===== src/rtl/riscv_pipe_pkg.sv =====
// Shared pipeline widths, control-bundle bit positions and the ID/EX payload struct.
package riscv_pipe_pkg;

    localparam int unsigned XLEN   = 32;
    localparam int unsigned CTRL_W = 9;
    localparam int unsigned REG_W  = 5;

    // Bit positions inside the control bundle
    localparam int unsigned CTRL_REGWRITE = 8;
    localparam int unsigned CTRL_MEMREAD  = 7;
    localparam int unsigned CTRL_MEMWRITE = 6;
    localparam int unsigned CTRL_MEMTOREG = 5;
    localparam int unsigned CTRL_ALUSRC   = 4;
    localparam int unsigned CTRL_BRANCH   = 3;
    localparam int unsigned CTRL_JUMP     = 2;
    localparam int unsigned CTRL_ALUOP_HI = 1;
    localparam int unsigned CTRL_ALUOP_LO = 0;

    localparam logic [CTRL_W-1:0] CTRL_NOP = '0;
    localparam logic [REG_W-1:0]  REG_X0   = 5'd0;

    // Everything that travels from ID into EX; an all-zero value is a bubble
    typedef struct packed {
        logic              valid;
        logic [XLEN-1:0]   pc;
        logic [XLEN-1:0]   rs1_data;
        logic [XLEN-1:0]   rs2_data;
        logic [XLEN-1:0]   imm;
        logic [REG_W-1:0]  rs1;
        logic [REG_W-1:0]  rs2;
        logic [REG_W-1:0]  rd;
        logic [2:0]        funct3;
        logic              funct7b5;
        logic [CTRL_W-1:0] ctrl;
    } id_ex_t;

endpackage


===== src/rtl/id_ex_pipe_reg_if.sv =====
// ID-side, write-back and EX-side signals of the ID/EX pipeline register.
interface id_ex_pipe_reg_if;
    import riscv_pipe_pkg::*;

    logic              stall;
    logic              flush;
    logic              id_valid;
    logic [XLEN-1:0]   id_pc;
    logic [XLEN-1:0]   id_rs1_data;
    logic [XLEN-1:0]   id_rs2_data;
    logic [XLEN-1:0]   id_imm;
    logic [REG_W-1:0]  id_rs1;
    logic [REG_W-1:0]  id_rs2;
    logic [REG_W-1:0]  id_rd;
    logic [2:0]        id_funct3;
    logic              id_funct7b5;
    logic [CTRL_W-1:0] id_ctrl;
    logic              wb_we;
    logic [REG_W-1:0]  wb_rd;
    logic [XLEN-1:0]   wb_data;

    logic              ex_valid;
    logic [XLEN-1:0]   ex_pc;
    logic [XLEN-1:0]   ex_rs1_data;
    logic [XLEN-1:0]   ex_rs2_data;
    logic [XLEN-1:0]   ex_imm;
    logic [REG_W-1:0]  ex_rs1;
    logic [REG_W-1:0]  ex_rs2;
    logic [REG_W-1:0]  ex_rd;
    logic [2:0]        ex_funct3;
    logic              ex_funct7b5;
    logic [CTRL_W-1:0] ex_ctrl;

    // Pipeline control / decode side: drives ID and WB, observes EX
    modport master (
        output stall, flush, id_valid, id_pc, id_rs1_data, id_rs2_data, id_imm,
               id_rs1, id_rs2, id_rd, id_funct3, id_funct7b5, id_ctrl,
               wb_we, wb_rd, wb_data,
        input  ex_valid, ex_pc, ex_rs1_data, ex_rs2_data, ex_imm,
               ex_rs1, ex_rs2, ex_rd, ex_funct3, ex_funct7b5, ex_ctrl
    );

    // The pipeline register itself
    modport slave (
        input  stall, flush, id_valid, id_pc, id_rs1_data, id_rs2_data, id_imm,
               id_rs1, id_rs2, id_rd, id_funct3, id_funct7b5, id_ctrl,
               wb_we, wb_rd, wb_data,
        output ex_valid, ex_pc, ex_rs1_data, ex_rs2_data, ex_imm,
               ex_rs1, ex_rs2, ex_rd, ex_funct3, ex_funct7b5, ex_ctrl
    );

endinterface


===== src/rtl/sat_counter.sv =====
// Up-counter that sticks at all-ones instead of wrapping.
module sat_counter #(
    parameter int unsigned CNT_W = 16
) (
    input  logic             clk,
    input  logic             rst,
    input  logic             inc,
    output logic [CNT_W-1:0] count
);

    // Count qualified events, holding once the maximum is reached
    always_ff @(posedge clk or posedge rst) begin
        if (rst) begin
            count <= '0;
        end else if (inc && (count != {CNT_W{1'b1}})) begin
            count <= count + CNT_W'(1);
        end
    end

endmodule


===== src/rtl/id_ex_pipe_reg.sv =====
// ID/EX pipeline register with stall, flush, WB refresh of held operands and perf counters.
module id_ex_pipe_reg
    import riscv_pipe_pkg::*;
#(
    parameter int unsigned CNT_W = 16
) (
    input  logic              clk,
    input  logic              rst,
    id_ex_pipe_reg_if.slave   bus,
    output logic [CNT_W-1:0]  stall_count,
    output logic [CNT_W-1:0]  bubble_count
);

    id_ex_t ex_q;
    id_ex_t id_c;
    logic   wb_fwd_c;
    logic   rs1_hit_c;
    logic   rs2_hit_c;
    logic   bubble_c;
    logic   hold_c;

    // Gather the ID-side fields into one payload
    assign id_c = '{
        valid:    1'b1,
        pc:       bus.id_pc,
        rs1_data: bus.id_rs1_data,
        rs2_data: bus.id_rs2_data,
        imm:      bus.id_imm,
        rs1:      bus.id_rs1,
        rs2:      bus.id_rs2,
        rd:       bus.id_rd,
        funct3:   bus.id_funct3,
        funct7b5: bus.id_funct7b5,
        ctrl:     bus.id_ctrl
    };

    // A held operand is refreshed only by a real write to a non-x0 register it names
    assign wb_fwd_c  = bus.wb_we && (bus.wb_rd != REG_X0) && ex_q.valid;
    assign rs1_hit_c = wb_fwd_c && (bus.wb_rd == ex_q.rs1);
    assign rs2_hit_c = wb_fwd_c && (bus.wb_rd == ex_q.rs2);

    // Flush beats stall; an unstalled load of an empty ID slot is also a bubble
    assign bubble_c = bus.flush || (!bus.stall && !bus.id_valid);
    assign hold_c   = bus.stall && !bus.flush;

    // Pipeline register: bubble, hold-with-refresh, or capture
    always_ff @(posedge clk or posedge rst) begin
        if (rst) begin
            ex_q <= '0;
        end else if (bubble_c) begin
            ex_q <= '0;
        end else if (hold_c) begin
            if (rs1_hit_c) ex_q.rs1_data <= bus.wb_data;
            if (rs2_hit_c) ex_q.rs2_data <= bus.wb_data;
        end else begin
            ex_q <= id_c;
        end
    end

    assign bus.ex_valid    = ex_q.valid;
    assign bus.ex_pc       = ex_q.pc;
    assign bus.ex_rs1_data = ex_q.rs1_data;
    assign bus.ex_rs2_data = ex_q.rs2_data;
    assign bus.ex_imm      = ex_q.imm;
    assign bus.ex_rs1      = ex_q.rs1;
    assign bus.ex_rs2      = ex_q.rs2;
    assign bus.ex_rd       = ex_q.rd;
    assign bus.ex_funct3   = ex_q.funct3;
    assign bus.ex_funct7b5 = ex_q.funct7b5;
    assign bus.ex_ctrl     = ex_q.ctrl;

    sat_counter #(.CNT_W(CNT_W)) u_stall_cnt (
        .clk   (clk),
        .rst   (rst),
        .inc   (hold_c),
        .count (stall_count)
    );

    sat_counter #(.CNT_W(CNT_W)) u_bubble_cnt (
        .clk   (clk),
        .rst   (rst),
        .inc   (bubble_c),
        .count (bubble_count)
    );

endmodule


===== src/flat_wrapper.sv =====
// flat-port wrapper written by rule: the top's interface ports become plain ports
module id_ex_pipe_reg_flat import riscv_pipe_pkg::*;
#(
    parameter int unsigned CNT_W = 16
)
  (clk, rst, stall_count, bubble_count, bus_stall, bus_flush, bus_id_valid, bus_id_pc, bus_id_rs1_data, bus_id_rs2_data, bus_id_imm, bus_id_rs1, bus_id_rs2, bus_id_rd, bus_id_funct3, bus_id_funct7b5, bus_id_ctrl, bus_wb_we, bus_wb_rd, bus_wb_data, bus_ex_valid, bus_ex_pc, bus_ex_rs1_data, bus_ex_rs2_data, bus_ex_imm, bus_ex_rs1, bus_ex_rs2, bus_ex_rd, bus_ex_funct3, bus_ex_funct7b5, bus_ex_ctrl);
  id_ex_pipe_reg_if bus_i ();
  input  logic clk;
  input  logic rst;
  output logic [CNT_W-1:0] stall_count;
  output logic [CNT_W-1:0] bubble_count;
  input wire logic [$bits(bus_i.stall)-1:0] bus_stall;
  input wire logic [$bits(bus_i.flush)-1:0] bus_flush;
  input wire logic [$bits(bus_i.id_valid)-1:0] bus_id_valid;
  input wire logic [$bits(bus_i.id_pc)-1:0] bus_id_pc;
  input wire logic [$bits(bus_i.id_rs1_data)-1:0] bus_id_rs1_data;
  input wire logic [$bits(bus_i.id_rs2_data)-1:0] bus_id_rs2_data;
  input wire logic [$bits(bus_i.id_imm)-1:0] bus_id_imm;
  input wire logic [$bits(bus_i.id_rs1)-1:0] bus_id_rs1;
  input wire logic [$bits(bus_i.id_rs2)-1:0] bus_id_rs2;
  input wire logic [$bits(bus_i.id_rd)-1:0] bus_id_rd;
  input wire logic [$bits(bus_i.id_funct3)-1:0] bus_id_funct3;
  input wire logic [$bits(bus_i.id_funct7b5)-1:0] bus_id_funct7b5;
  input wire logic [$bits(bus_i.id_ctrl)-1:0] bus_id_ctrl;
  input wire logic [$bits(bus_i.wb_we)-1:0] bus_wb_we;
  input wire logic [$bits(bus_i.wb_rd)-1:0] bus_wb_rd;
  input wire logic [$bits(bus_i.wb_data)-1:0] bus_wb_data;
  output wire logic [$bits(bus_i.ex_valid)-1:0] bus_ex_valid;
  output wire logic [$bits(bus_i.ex_pc)-1:0] bus_ex_pc;
  output wire logic [$bits(bus_i.ex_rs1_data)-1:0] bus_ex_rs1_data;
  output wire logic [$bits(bus_i.ex_rs2_data)-1:0] bus_ex_rs2_data;
  output wire logic [$bits(bus_i.ex_imm)-1:0] bus_ex_imm;
  output wire logic [$bits(bus_i.ex_rs1)-1:0] bus_ex_rs1;
  output wire logic [$bits(bus_i.ex_rs2)-1:0] bus_ex_rs2;
  output wire logic [$bits(bus_i.ex_rd)-1:0] bus_ex_rd;
  output wire logic [$bits(bus_i.ex_funct3)-1:0] bus_ex_funct3;
  output wire logic [$bits(bus_i.ex_funct7b5)-1:0] bus_ex_funct7b5;
  output wire logic [$bits(bus_i.ex_ctrl)-1:0] bus_ex_ctrl;
  assign bus_i.stall = bus_stall;
  assign bus_i.flush = bus_flush;
  assign bus_i.id_valid = bus_id_valid;
  assign bus_i.id_pc = bus_id_pc;
  assign bus_i.id_rs1_data = bus_id_rs1_data;
  assign bus_i.id_rs2_data = bus_id_rs2_data;
  assign bus_i.id_imm = bus_id_imm;
  assign bus_i.id_rs1 = bus_id_rs1;
  assign bus_i.id_rs2 = bus_id_rs2;
  assign bus_i.id_rd = bus_id_rd;
  assign bus_i.id_funct3 = bus_id_funct3;
  assign bus_i.id_funct7b5 = bus_id_funct7b5;
  assign bus_i.id_ctrl = bus_id_ctrl;
  assign bus_i.wb_we = bus_wb_we;
  assign bus_i.wb_rd = bus_wb_rd;
  assign bus_i.wb_data = bus_wb_data;
  assign bus_ex_valid = bus_i.ex_valid;
  assign bus_ex_pc = bus_i.ex_pc;
  assign bus_ex_rs1_data = bus_i.ex_rs1_data;
  assign bus_ex_rs2_data = bus_i.ex_rs2_data;
  assign bus_ex_imm = bus_i.ex_imm;
  assign bus_ex_rs1 = bus_i.ex_rs1;
  assign bus_ex_rs2 = bus_i.ex_rs2;
  assign bus_ex_rd = bus_i.ex_rd;
  assign bus_ex_funct3 = bus_i.ex_funct3;
  assign bus_ex_funct7b5 = bus_i.ex_funct7b5;
  assign bus_ex_ctrl = bus_i.ex_ctrl;
  id_ex_pipe_reg #(.CNT_W(CNT_W)) u_core (.clk(clk), .rst(rst), .bus(bus_i), .stall_count(stall_count), .bubble_count(bubble_count));
endmodule

===== config.mk =====
export PLATFORM = sky130hd
export DESIGN_NAME = id_ex_pipe_reg_flat
export DESIGN_NICKNAME = d
export VERILOG_FILES = /design/src/rtl/riscv_pipe_pkg.sv /design/src/rtl/id_ex_pipe_reg_if.sv /design/src/rtl/sat_counter.sv /design/src/rtl/id_ex_pipe_reg.sv /design/src/flat_wrapper.sv
export SDC_FILE = /design/constraint.sdc
export NUM_CORES = 1
export LEC_CHECK = 0
export CAP_MARGIN = 10
export CORE_AREA = 2 2 150 152
export DETAILED_ROUTE_END_ITERATION = 6
export DIE_AREA = 0 0 152 154
export HOLD_SLACK_MARGIN = 0.02
export PLACE_DENSITY = 0.73
export SETUP_SLACK_MARGIN = 0.05
export SLEW_MARGIN = 20
export SYNTH_ARGS = -nofsm -noshare
export SYNTH_HDL_FRONTEND = slang
export SYNTH_SLANG_ARGS = --single-unit
export TNS_END_PERCENT = 1

===== constraint.sdc =====
create_clock -name clk -period 7.1 [get_ports clk]
set_input_delay 1.42 -clock clk [delete_from_list [all_inputs] [get_ports clk]]
set_output_delay 1.42 -clock clk [all_outputs]
set_load 0.005 [all_outputs]

==> out/metrics.cfg, run 1 <==
[run_status]
status=completed

[cells_and_area]
areaGrowthSynthToFinish_pct=57.95
fin_nets=1155
drive_above_1_share=0.1189
stdcell_count=1248

[sta]
slew_viol_final=0
finalClockSkew_ps=18.60
fmax_mhz=278.2
fin_crit_ps=3595
slew_headroom=0.3779
finalCritPeriodShare=0.5063
hold_violations=0
setup_viol=0
worst_slew_pin_slew_ps=931.2
grt_setup_unrepaired=false
fin_tns_setup_ps=0

[power_and_ir_drop]
power_frac_clock=0.360
seq_power_share=0.446
powerDensity_nw_per_um2=218.3
p_comb_frac=0.194
switching_share=0.2651
p_sw_mw=0.7432
p_int_mw=2.060
p_leak_nw=5.665
vdd_drop_max_mv=0.1404

[hold_path]
hold_class=flip-flop to flip-flop
min-delay-start=u_core.u_bubble_cnt.count[10]
holdPathStages=1
min_to=u_core.u_bubble_cnt.count[10]

[cts]
cts.clk_slew.worst_paths_ps=80
cts_tree=built
cts_buffers=17
cts.htree.levels=4
cts_sinks=189
clockBufferDepth=2
post_cts_resized=0
clock-root-buffer=clkbuf_16
cts-hold-fix-buffers=0
clk_latency_ps=430
post-cts-setup-buffer-count=0

[worst_setup_path]
r2r_start=u_core.bus.ex_rs1[3]
path_class=primary input to flip-flop
critPathMaxFanout=83
critPathArrivalTime_ps=3970
endpoint_kind=flip-flop
reg2reg_depth=5
r2r_slack_ps=4890
crit_path_start_kind=primary input
cp.required_ps=7470
regToRegEndpoint=u_core.bus.ex_rs1_data[9]

[drt]
ant_nets=0
avgRoutedWirePerCell_um=20.02
via_count=6506
first_iter_violations=333
routed_via_density=5.213
dr.pass1.iters=4
drc=0
drt_wl_total_um=24980

[floorplan]
die_area_um2=23410
core_area_um2=21690
die_w_um=152
fp.dieH_um=154
pin_count=388
rows=54
start_util=0.3748

[job]
cap_violations=0

[grt]
grt_max_degree=129
overflow=0
track_usage=0.2080
grt_pass1_vias=6785
grt_pass1_wl_um=38310
antenna_found_initial=1

[logic_synthesis]
synth_edf_count=0
synth_cell_types=41
synth_seq_cells=189
async_flop_share=1.000
synth_flop_cell=dfrtp_1
netlist_instances=583
syn_avg_cell_area_um2=13.94
synth-seq-area-share=0.5818
synth.largest_area_cell=dfrtp_1
synth.area.top_cells=dfrtp_1 (58%), a22o_1 (17%), mux2_4 (5.9%), mux2_2 (4.7%), xor2_1 (2.3%)
yosysMostFrequentCell=dfrtp_1
netlist_area_um2=8129
ys_top_cells_by_count=dfrtp_1 (189), a22o_1 (156), mux2_2 (34), mux2_4 (32), xor2_1 (21)
synth_nets=784
synth_top_area_share=0.5818
synth_warnings=0

[placement]
dp_hpwl_um=18060
port_buffers=387
routabilityCongestion=0.8357
placed_cells=1215

flip-flops by register name, summed over array words and instances, names as in the netlist:
register / cells
u_core.bus.ex_pc: 32
u_core.bus.ex_rs2: 5
u_core.bus.ex_rs2_data: 32
u_core.bus.ex_rs1: 5
u_core.bus.ex_ctrl: 9
u_core.bus.ex_rd: 5
u_core.u_bubble_cnt.count: 16
u_core.bus.ex_valid: 1
u_core.bus.ex_funct3: 3
u_core.u_stall_cnt.count: 16
u_core.bus.ex_funct7b5: 1
u_core.bus.ex_rs1_data: 32
u_core.bus.ex_imm: 32
cell usage in the layout (no fill, tap or decap), types with 4 or more instances in the layout:
cell,n
clkdlybuf4s50_1,387
dfrtp_1,189
a22o_1,156
mux2_2,34
mux2_4,32
xor2_1,21
xnor2_1,19
clkbuf_16,17
nand3_1,12
nand2_1,10
nor3_1,10
buf_4,9
nor4_1,6
inv_8,6
nand4_1,5
nor2_1,5
o2111ai_1,4
layer usage:
layer,vias to the layer above,global-route usage,wire [um]
li1,2966,-,-
met1,3221,0.2401,9749
met2,278,0.3621,12700
met3,41,0.06370,1806
met4,0,0.08233,722
met5,-,0,0
cell type report:
class,instances,area [um2]
Sequential cell,189,4730
Clock buffer,18,429.2
Inverter,3,18.77
Fill cell,1789,8848
Timing Repair Buffer,396,3941
Antenna cell,1,2.502
Clock inverter,14,198.9
Tap cell,280,350.3
Multi-Input combinational cell,347,3169
cell families (layout without fill, tap and decap cells):
group / count (synthesis) / count (layout) / share of synthesized area
adder cells (fa/ha/maj): 2 / 2 / 0.003078
multiplexers: 66 / 66 / 0.1062
flip-flops: 189 / 189 / 0.5818
AO/OA/AOI/OAI: 173 / 173 / 0.1901
XOR/XNOR: 40 / 40 / 0.04310
other: 0 / 1 / 0
buffers and inverters: 47 / 431 / 0.02986
AND/OR/NAND/NOR: 66 / 66 / 0.04587
power by group through the flow:
stage	clock, mW	sequential [mW]	combinational [mW]
final	1.01	1.25	0.543
after global routing	1.07	1.26	0.582
after CTS	1.04	1.25	0.551
after detailed placement	0	1.27	0.550
after global placement	0	1.27	0.544
after floorplan	0	1.26	0.194
critical path, stage by stage:
cell and delay (ps):
clkdlybuf4s50_1 590, nor2b_4 810, buf_4 790, a22o_1 260
how the worst max path moves through the flow:
stage	start	end	slack, ps	depth (start not counted)
floorplan	rst	u_core.bus.ex_ctrl[0]	540	1
global placement	bus_stall	u_core.bus.ex_imm[30]	3150	4
detailed placement	bus_stall	u_core.bus.ex_imm[12]	3070	4
CTS	bus_stall	u_core.bus.ex_imm[12]	3550	4
global route	bus_stall	u_core.bus.ex_pc[25]	3380	4
finish	bus_stall	u_core.bus.ex_imm[22]	3510	4
metrics by stage:
stage,instance area [um2],worst slack [ps],utilization,power [mW],hold WS (ps)
after floorplan,8129,537.9,-,1.459,485.1
after global placement,12210,3150,0.5629,1.810,486.2
after detailed placement,12210,3068,0.5629,1.819,481.7
after CTS,12840,3548,0.5919,2.839,496.1
after global routing,12840,3381,0.5920,2.920,518.2
final,12840,3505,0.5920,2.804,495.1
(Power assumes the default switching activity.)
==> run 2: changes to the inputs <==
Clock period 7.1 ns to 3.5 ns, I/O delays scaled along.
==> out/metrics.cfg, run 2 (synthesized netlist as in run 1, its figures left out) <==
[run_status]
status=completed  ; unchanged

[cts]
cts-hold-fix-buffers=0  ; unchanged
clock-root-buffer=clkbuf_16  ; unchanged
cts_tree=built  ; unchanged
cts.clk_slew.worst_paths_ps=70  ; was 80 ps
clk_latency_ps=430  ; about the same
post-cts-setup-buffer-count=0  ; unchanged
clockBufferDepth=2  ; unchanged
cts_buffers=17  ; unchanged
cts.htree.levels=4  ; unchanged
cts_sinks=189  ; unchanged
post_cts_resized=0  ; unchanged

[sta]
fin_crit_ps=2583
grt_setup_unrepaired=false  ; unchanged
hold_violations=0  ; unchanged
fin_ws_ps=917.2  ; was 3505 ps
whs_ps=502.5  ; was 495.1 ps
finalCritPeriodShare=0.7380
finalClockSkew_ps=11.95  ; was 18.60 ps
fmax_mhz=387.2
worst_slew_pin_slew_ps=756.7  ; was 931.2 ps
fin_tns_setup_ps=0  ; unchanged
setup_viol=0  ; unchanged
slew_headroom=0.4916  ; was 0.3779
slew_viol_final=0  ; unchanged

[cells_and_area]
fin_nets=1160  ; was 1,155
final_util=0.5940  ; was 0.5920
final_common_cell=clkdlybuf4s50_1  ; unchanged
num_antenna_cells=0  ; was 1
stdcell_count=1252  ; was 1,248
fin_area_um2=12880  ; was 12,840 um2
drive_above_1_share=0.1245  ; was 0.1189
mostFrequentLayoutCells=clkdlybuf4s50_1 (387), dfrtp_1 (189), a22o_1 (156), mux2_2 (34), mux2_4 (32)  ; unchanged
areaGrowthSynthToFinish_pct=58.47  ; was 57.95%

[hold_path]
hold_class=flip-flop to flip-flop  ; unchanged
min-delay-start=u_core.u_bubble_cnt.count[10]  ; unchanged

[drt]
drc=0  ; unchanged
ant_nets=0  ; unchanged
first_iter_violations=293  ; was 333
via_count=6504  ; was 6,506
routed_via_density=5.195  ; was 5.213
drt_wl_total_um=24950  ; was 24,980 um
dr.pass1.iters=4  ; unchanged
avgRoutedWirePerCell_um=19.93  ; was 20.02 um

[placement]
placed_cells=1220  ; was 1,215
port_buffers=387  ; unchanged
dp_hpwl_um=18370  ; was 18,060 um
placed_cell_area_um2=12280  ; was 12,210 um2
pre_cts_slack_ps=483.2  ; was 3068 ps
routabilityCongestion=0.8278  ; was 0.8357

[grt]
grt_pass1_vias=7035  ; was 6,785
grt_pass1_wl_um=39180  ; was 38,310 um
antenna_found_initial=0  ; was 1
grt_max_degree=75  ; was 129
overflow=0  ; unchanged
track_usage=0.2117  ; was 0.2080

[power_and_ir_drop]
p_total_mw=5.598  ; was 2.804 mW
vdd_drop_max_mv=0.2373  ; was 0.1404 mV
powerDensity_nw_per_um2=434.5  ; was 218.3 nW/um2
p_leak_nw=5.686  ; was 5.665 nW

[floorplan]
core_area_um2=21690  ; unchanged
start_util=0.3748  ; unchanged
fp.dieH_um=154  ; unchanged
die_w_um=152  ; unchanged
pin_count=388  ; unchanged
rows=54  ; unchanged
die_area_um2=23410  ; unchanged

[worst_setup_path]
r2r_start=u_core.bus.ex_rs1[4]  ; was u_core.bus.ex_rs1[3]
critPathMaxFanout=32  ; was 83
path_class=primary input to flip-flop  ; unchanged
critPathLaunch=bus_wb_rd[0]  ; was bus_stall
cp.required_ps=3810  ; was 7470 ps
crit_path_start_kind=primary input  ; unchanged
endpoint_kind=flip-flop  ; unchanged
critPathArrivalTime_ps=2890  ; was 3970 ps

[job]
cap_violations=0  ; unchanged

## run 2: cell types whose count changed in the layout (fill, tap and decap cells not counted), sizes merged
| cell | before | now |
|---|---|---|
| bufinv | 2 | 0 |
| buf | 9 | 14 |
| clkinv | 4 | 7 |
| inv | 10 | 9 |
| diode | 1 | 0 |
## run 2: worst paths after layout
path | end | slack [ps] | depth (start not counted)
worst max-delay path | u_core.bus.ex_rs1_data[8] | 920 | 6
worst min-delay path | u_core.u_bubble_cnt.count[10] | 500 | 1
worst max register to register | u_core.bus.ex_rs1_data[8] | 1280 | 5
worst min register to register | u_core.u_bubble_cnt.count[10] | 500 | 1
max in group asynchronous | u_core.u_bubble_cnt.count[4] | 2130 | 3
min in group asynchronous | u_core.bus.ex_rs1_data[19] | 660 | 2
## run 2: report_power, final
group,internal (mW),switching [mW]
sequential,2.36,0.174
clock,0.984,0.960
combinational,0.722,0.395
total,4.07,1.53
## run 2: area by class of cell
type	count	area, um2
fillers	1800	8806
flip-flops and latches	189	4730
repair buffers	401	4016
multi-input cells	347	3169
clock buffers	18	439.2
well taps	280	350.3
clock inverters	14	162.7
inverters	3	15.01
## run 2: routing by layer
| layer | GRT usage | share of wire | vias to the layer above |
|---|---|---|---|
| met5 | 0 | 0 | - |
| met4 | 0.06097 | 0.021 | 0 |
| met3 | 0.07215 | 0.071 | 39 |
| met2 | 0.3715 | 0.51 | 284 |
| met1 | 0.2465 | 0.40 | 3208 |
| li1 | - | - | 2973 |
## run 2: worst max-delay path, cell delays in order
cell and delay [ps]:
clkdlybuf4s50_1 550, or4_4 180, o211ai_4 90, o41ai_4 340
buf_4 560, mux2_2 410
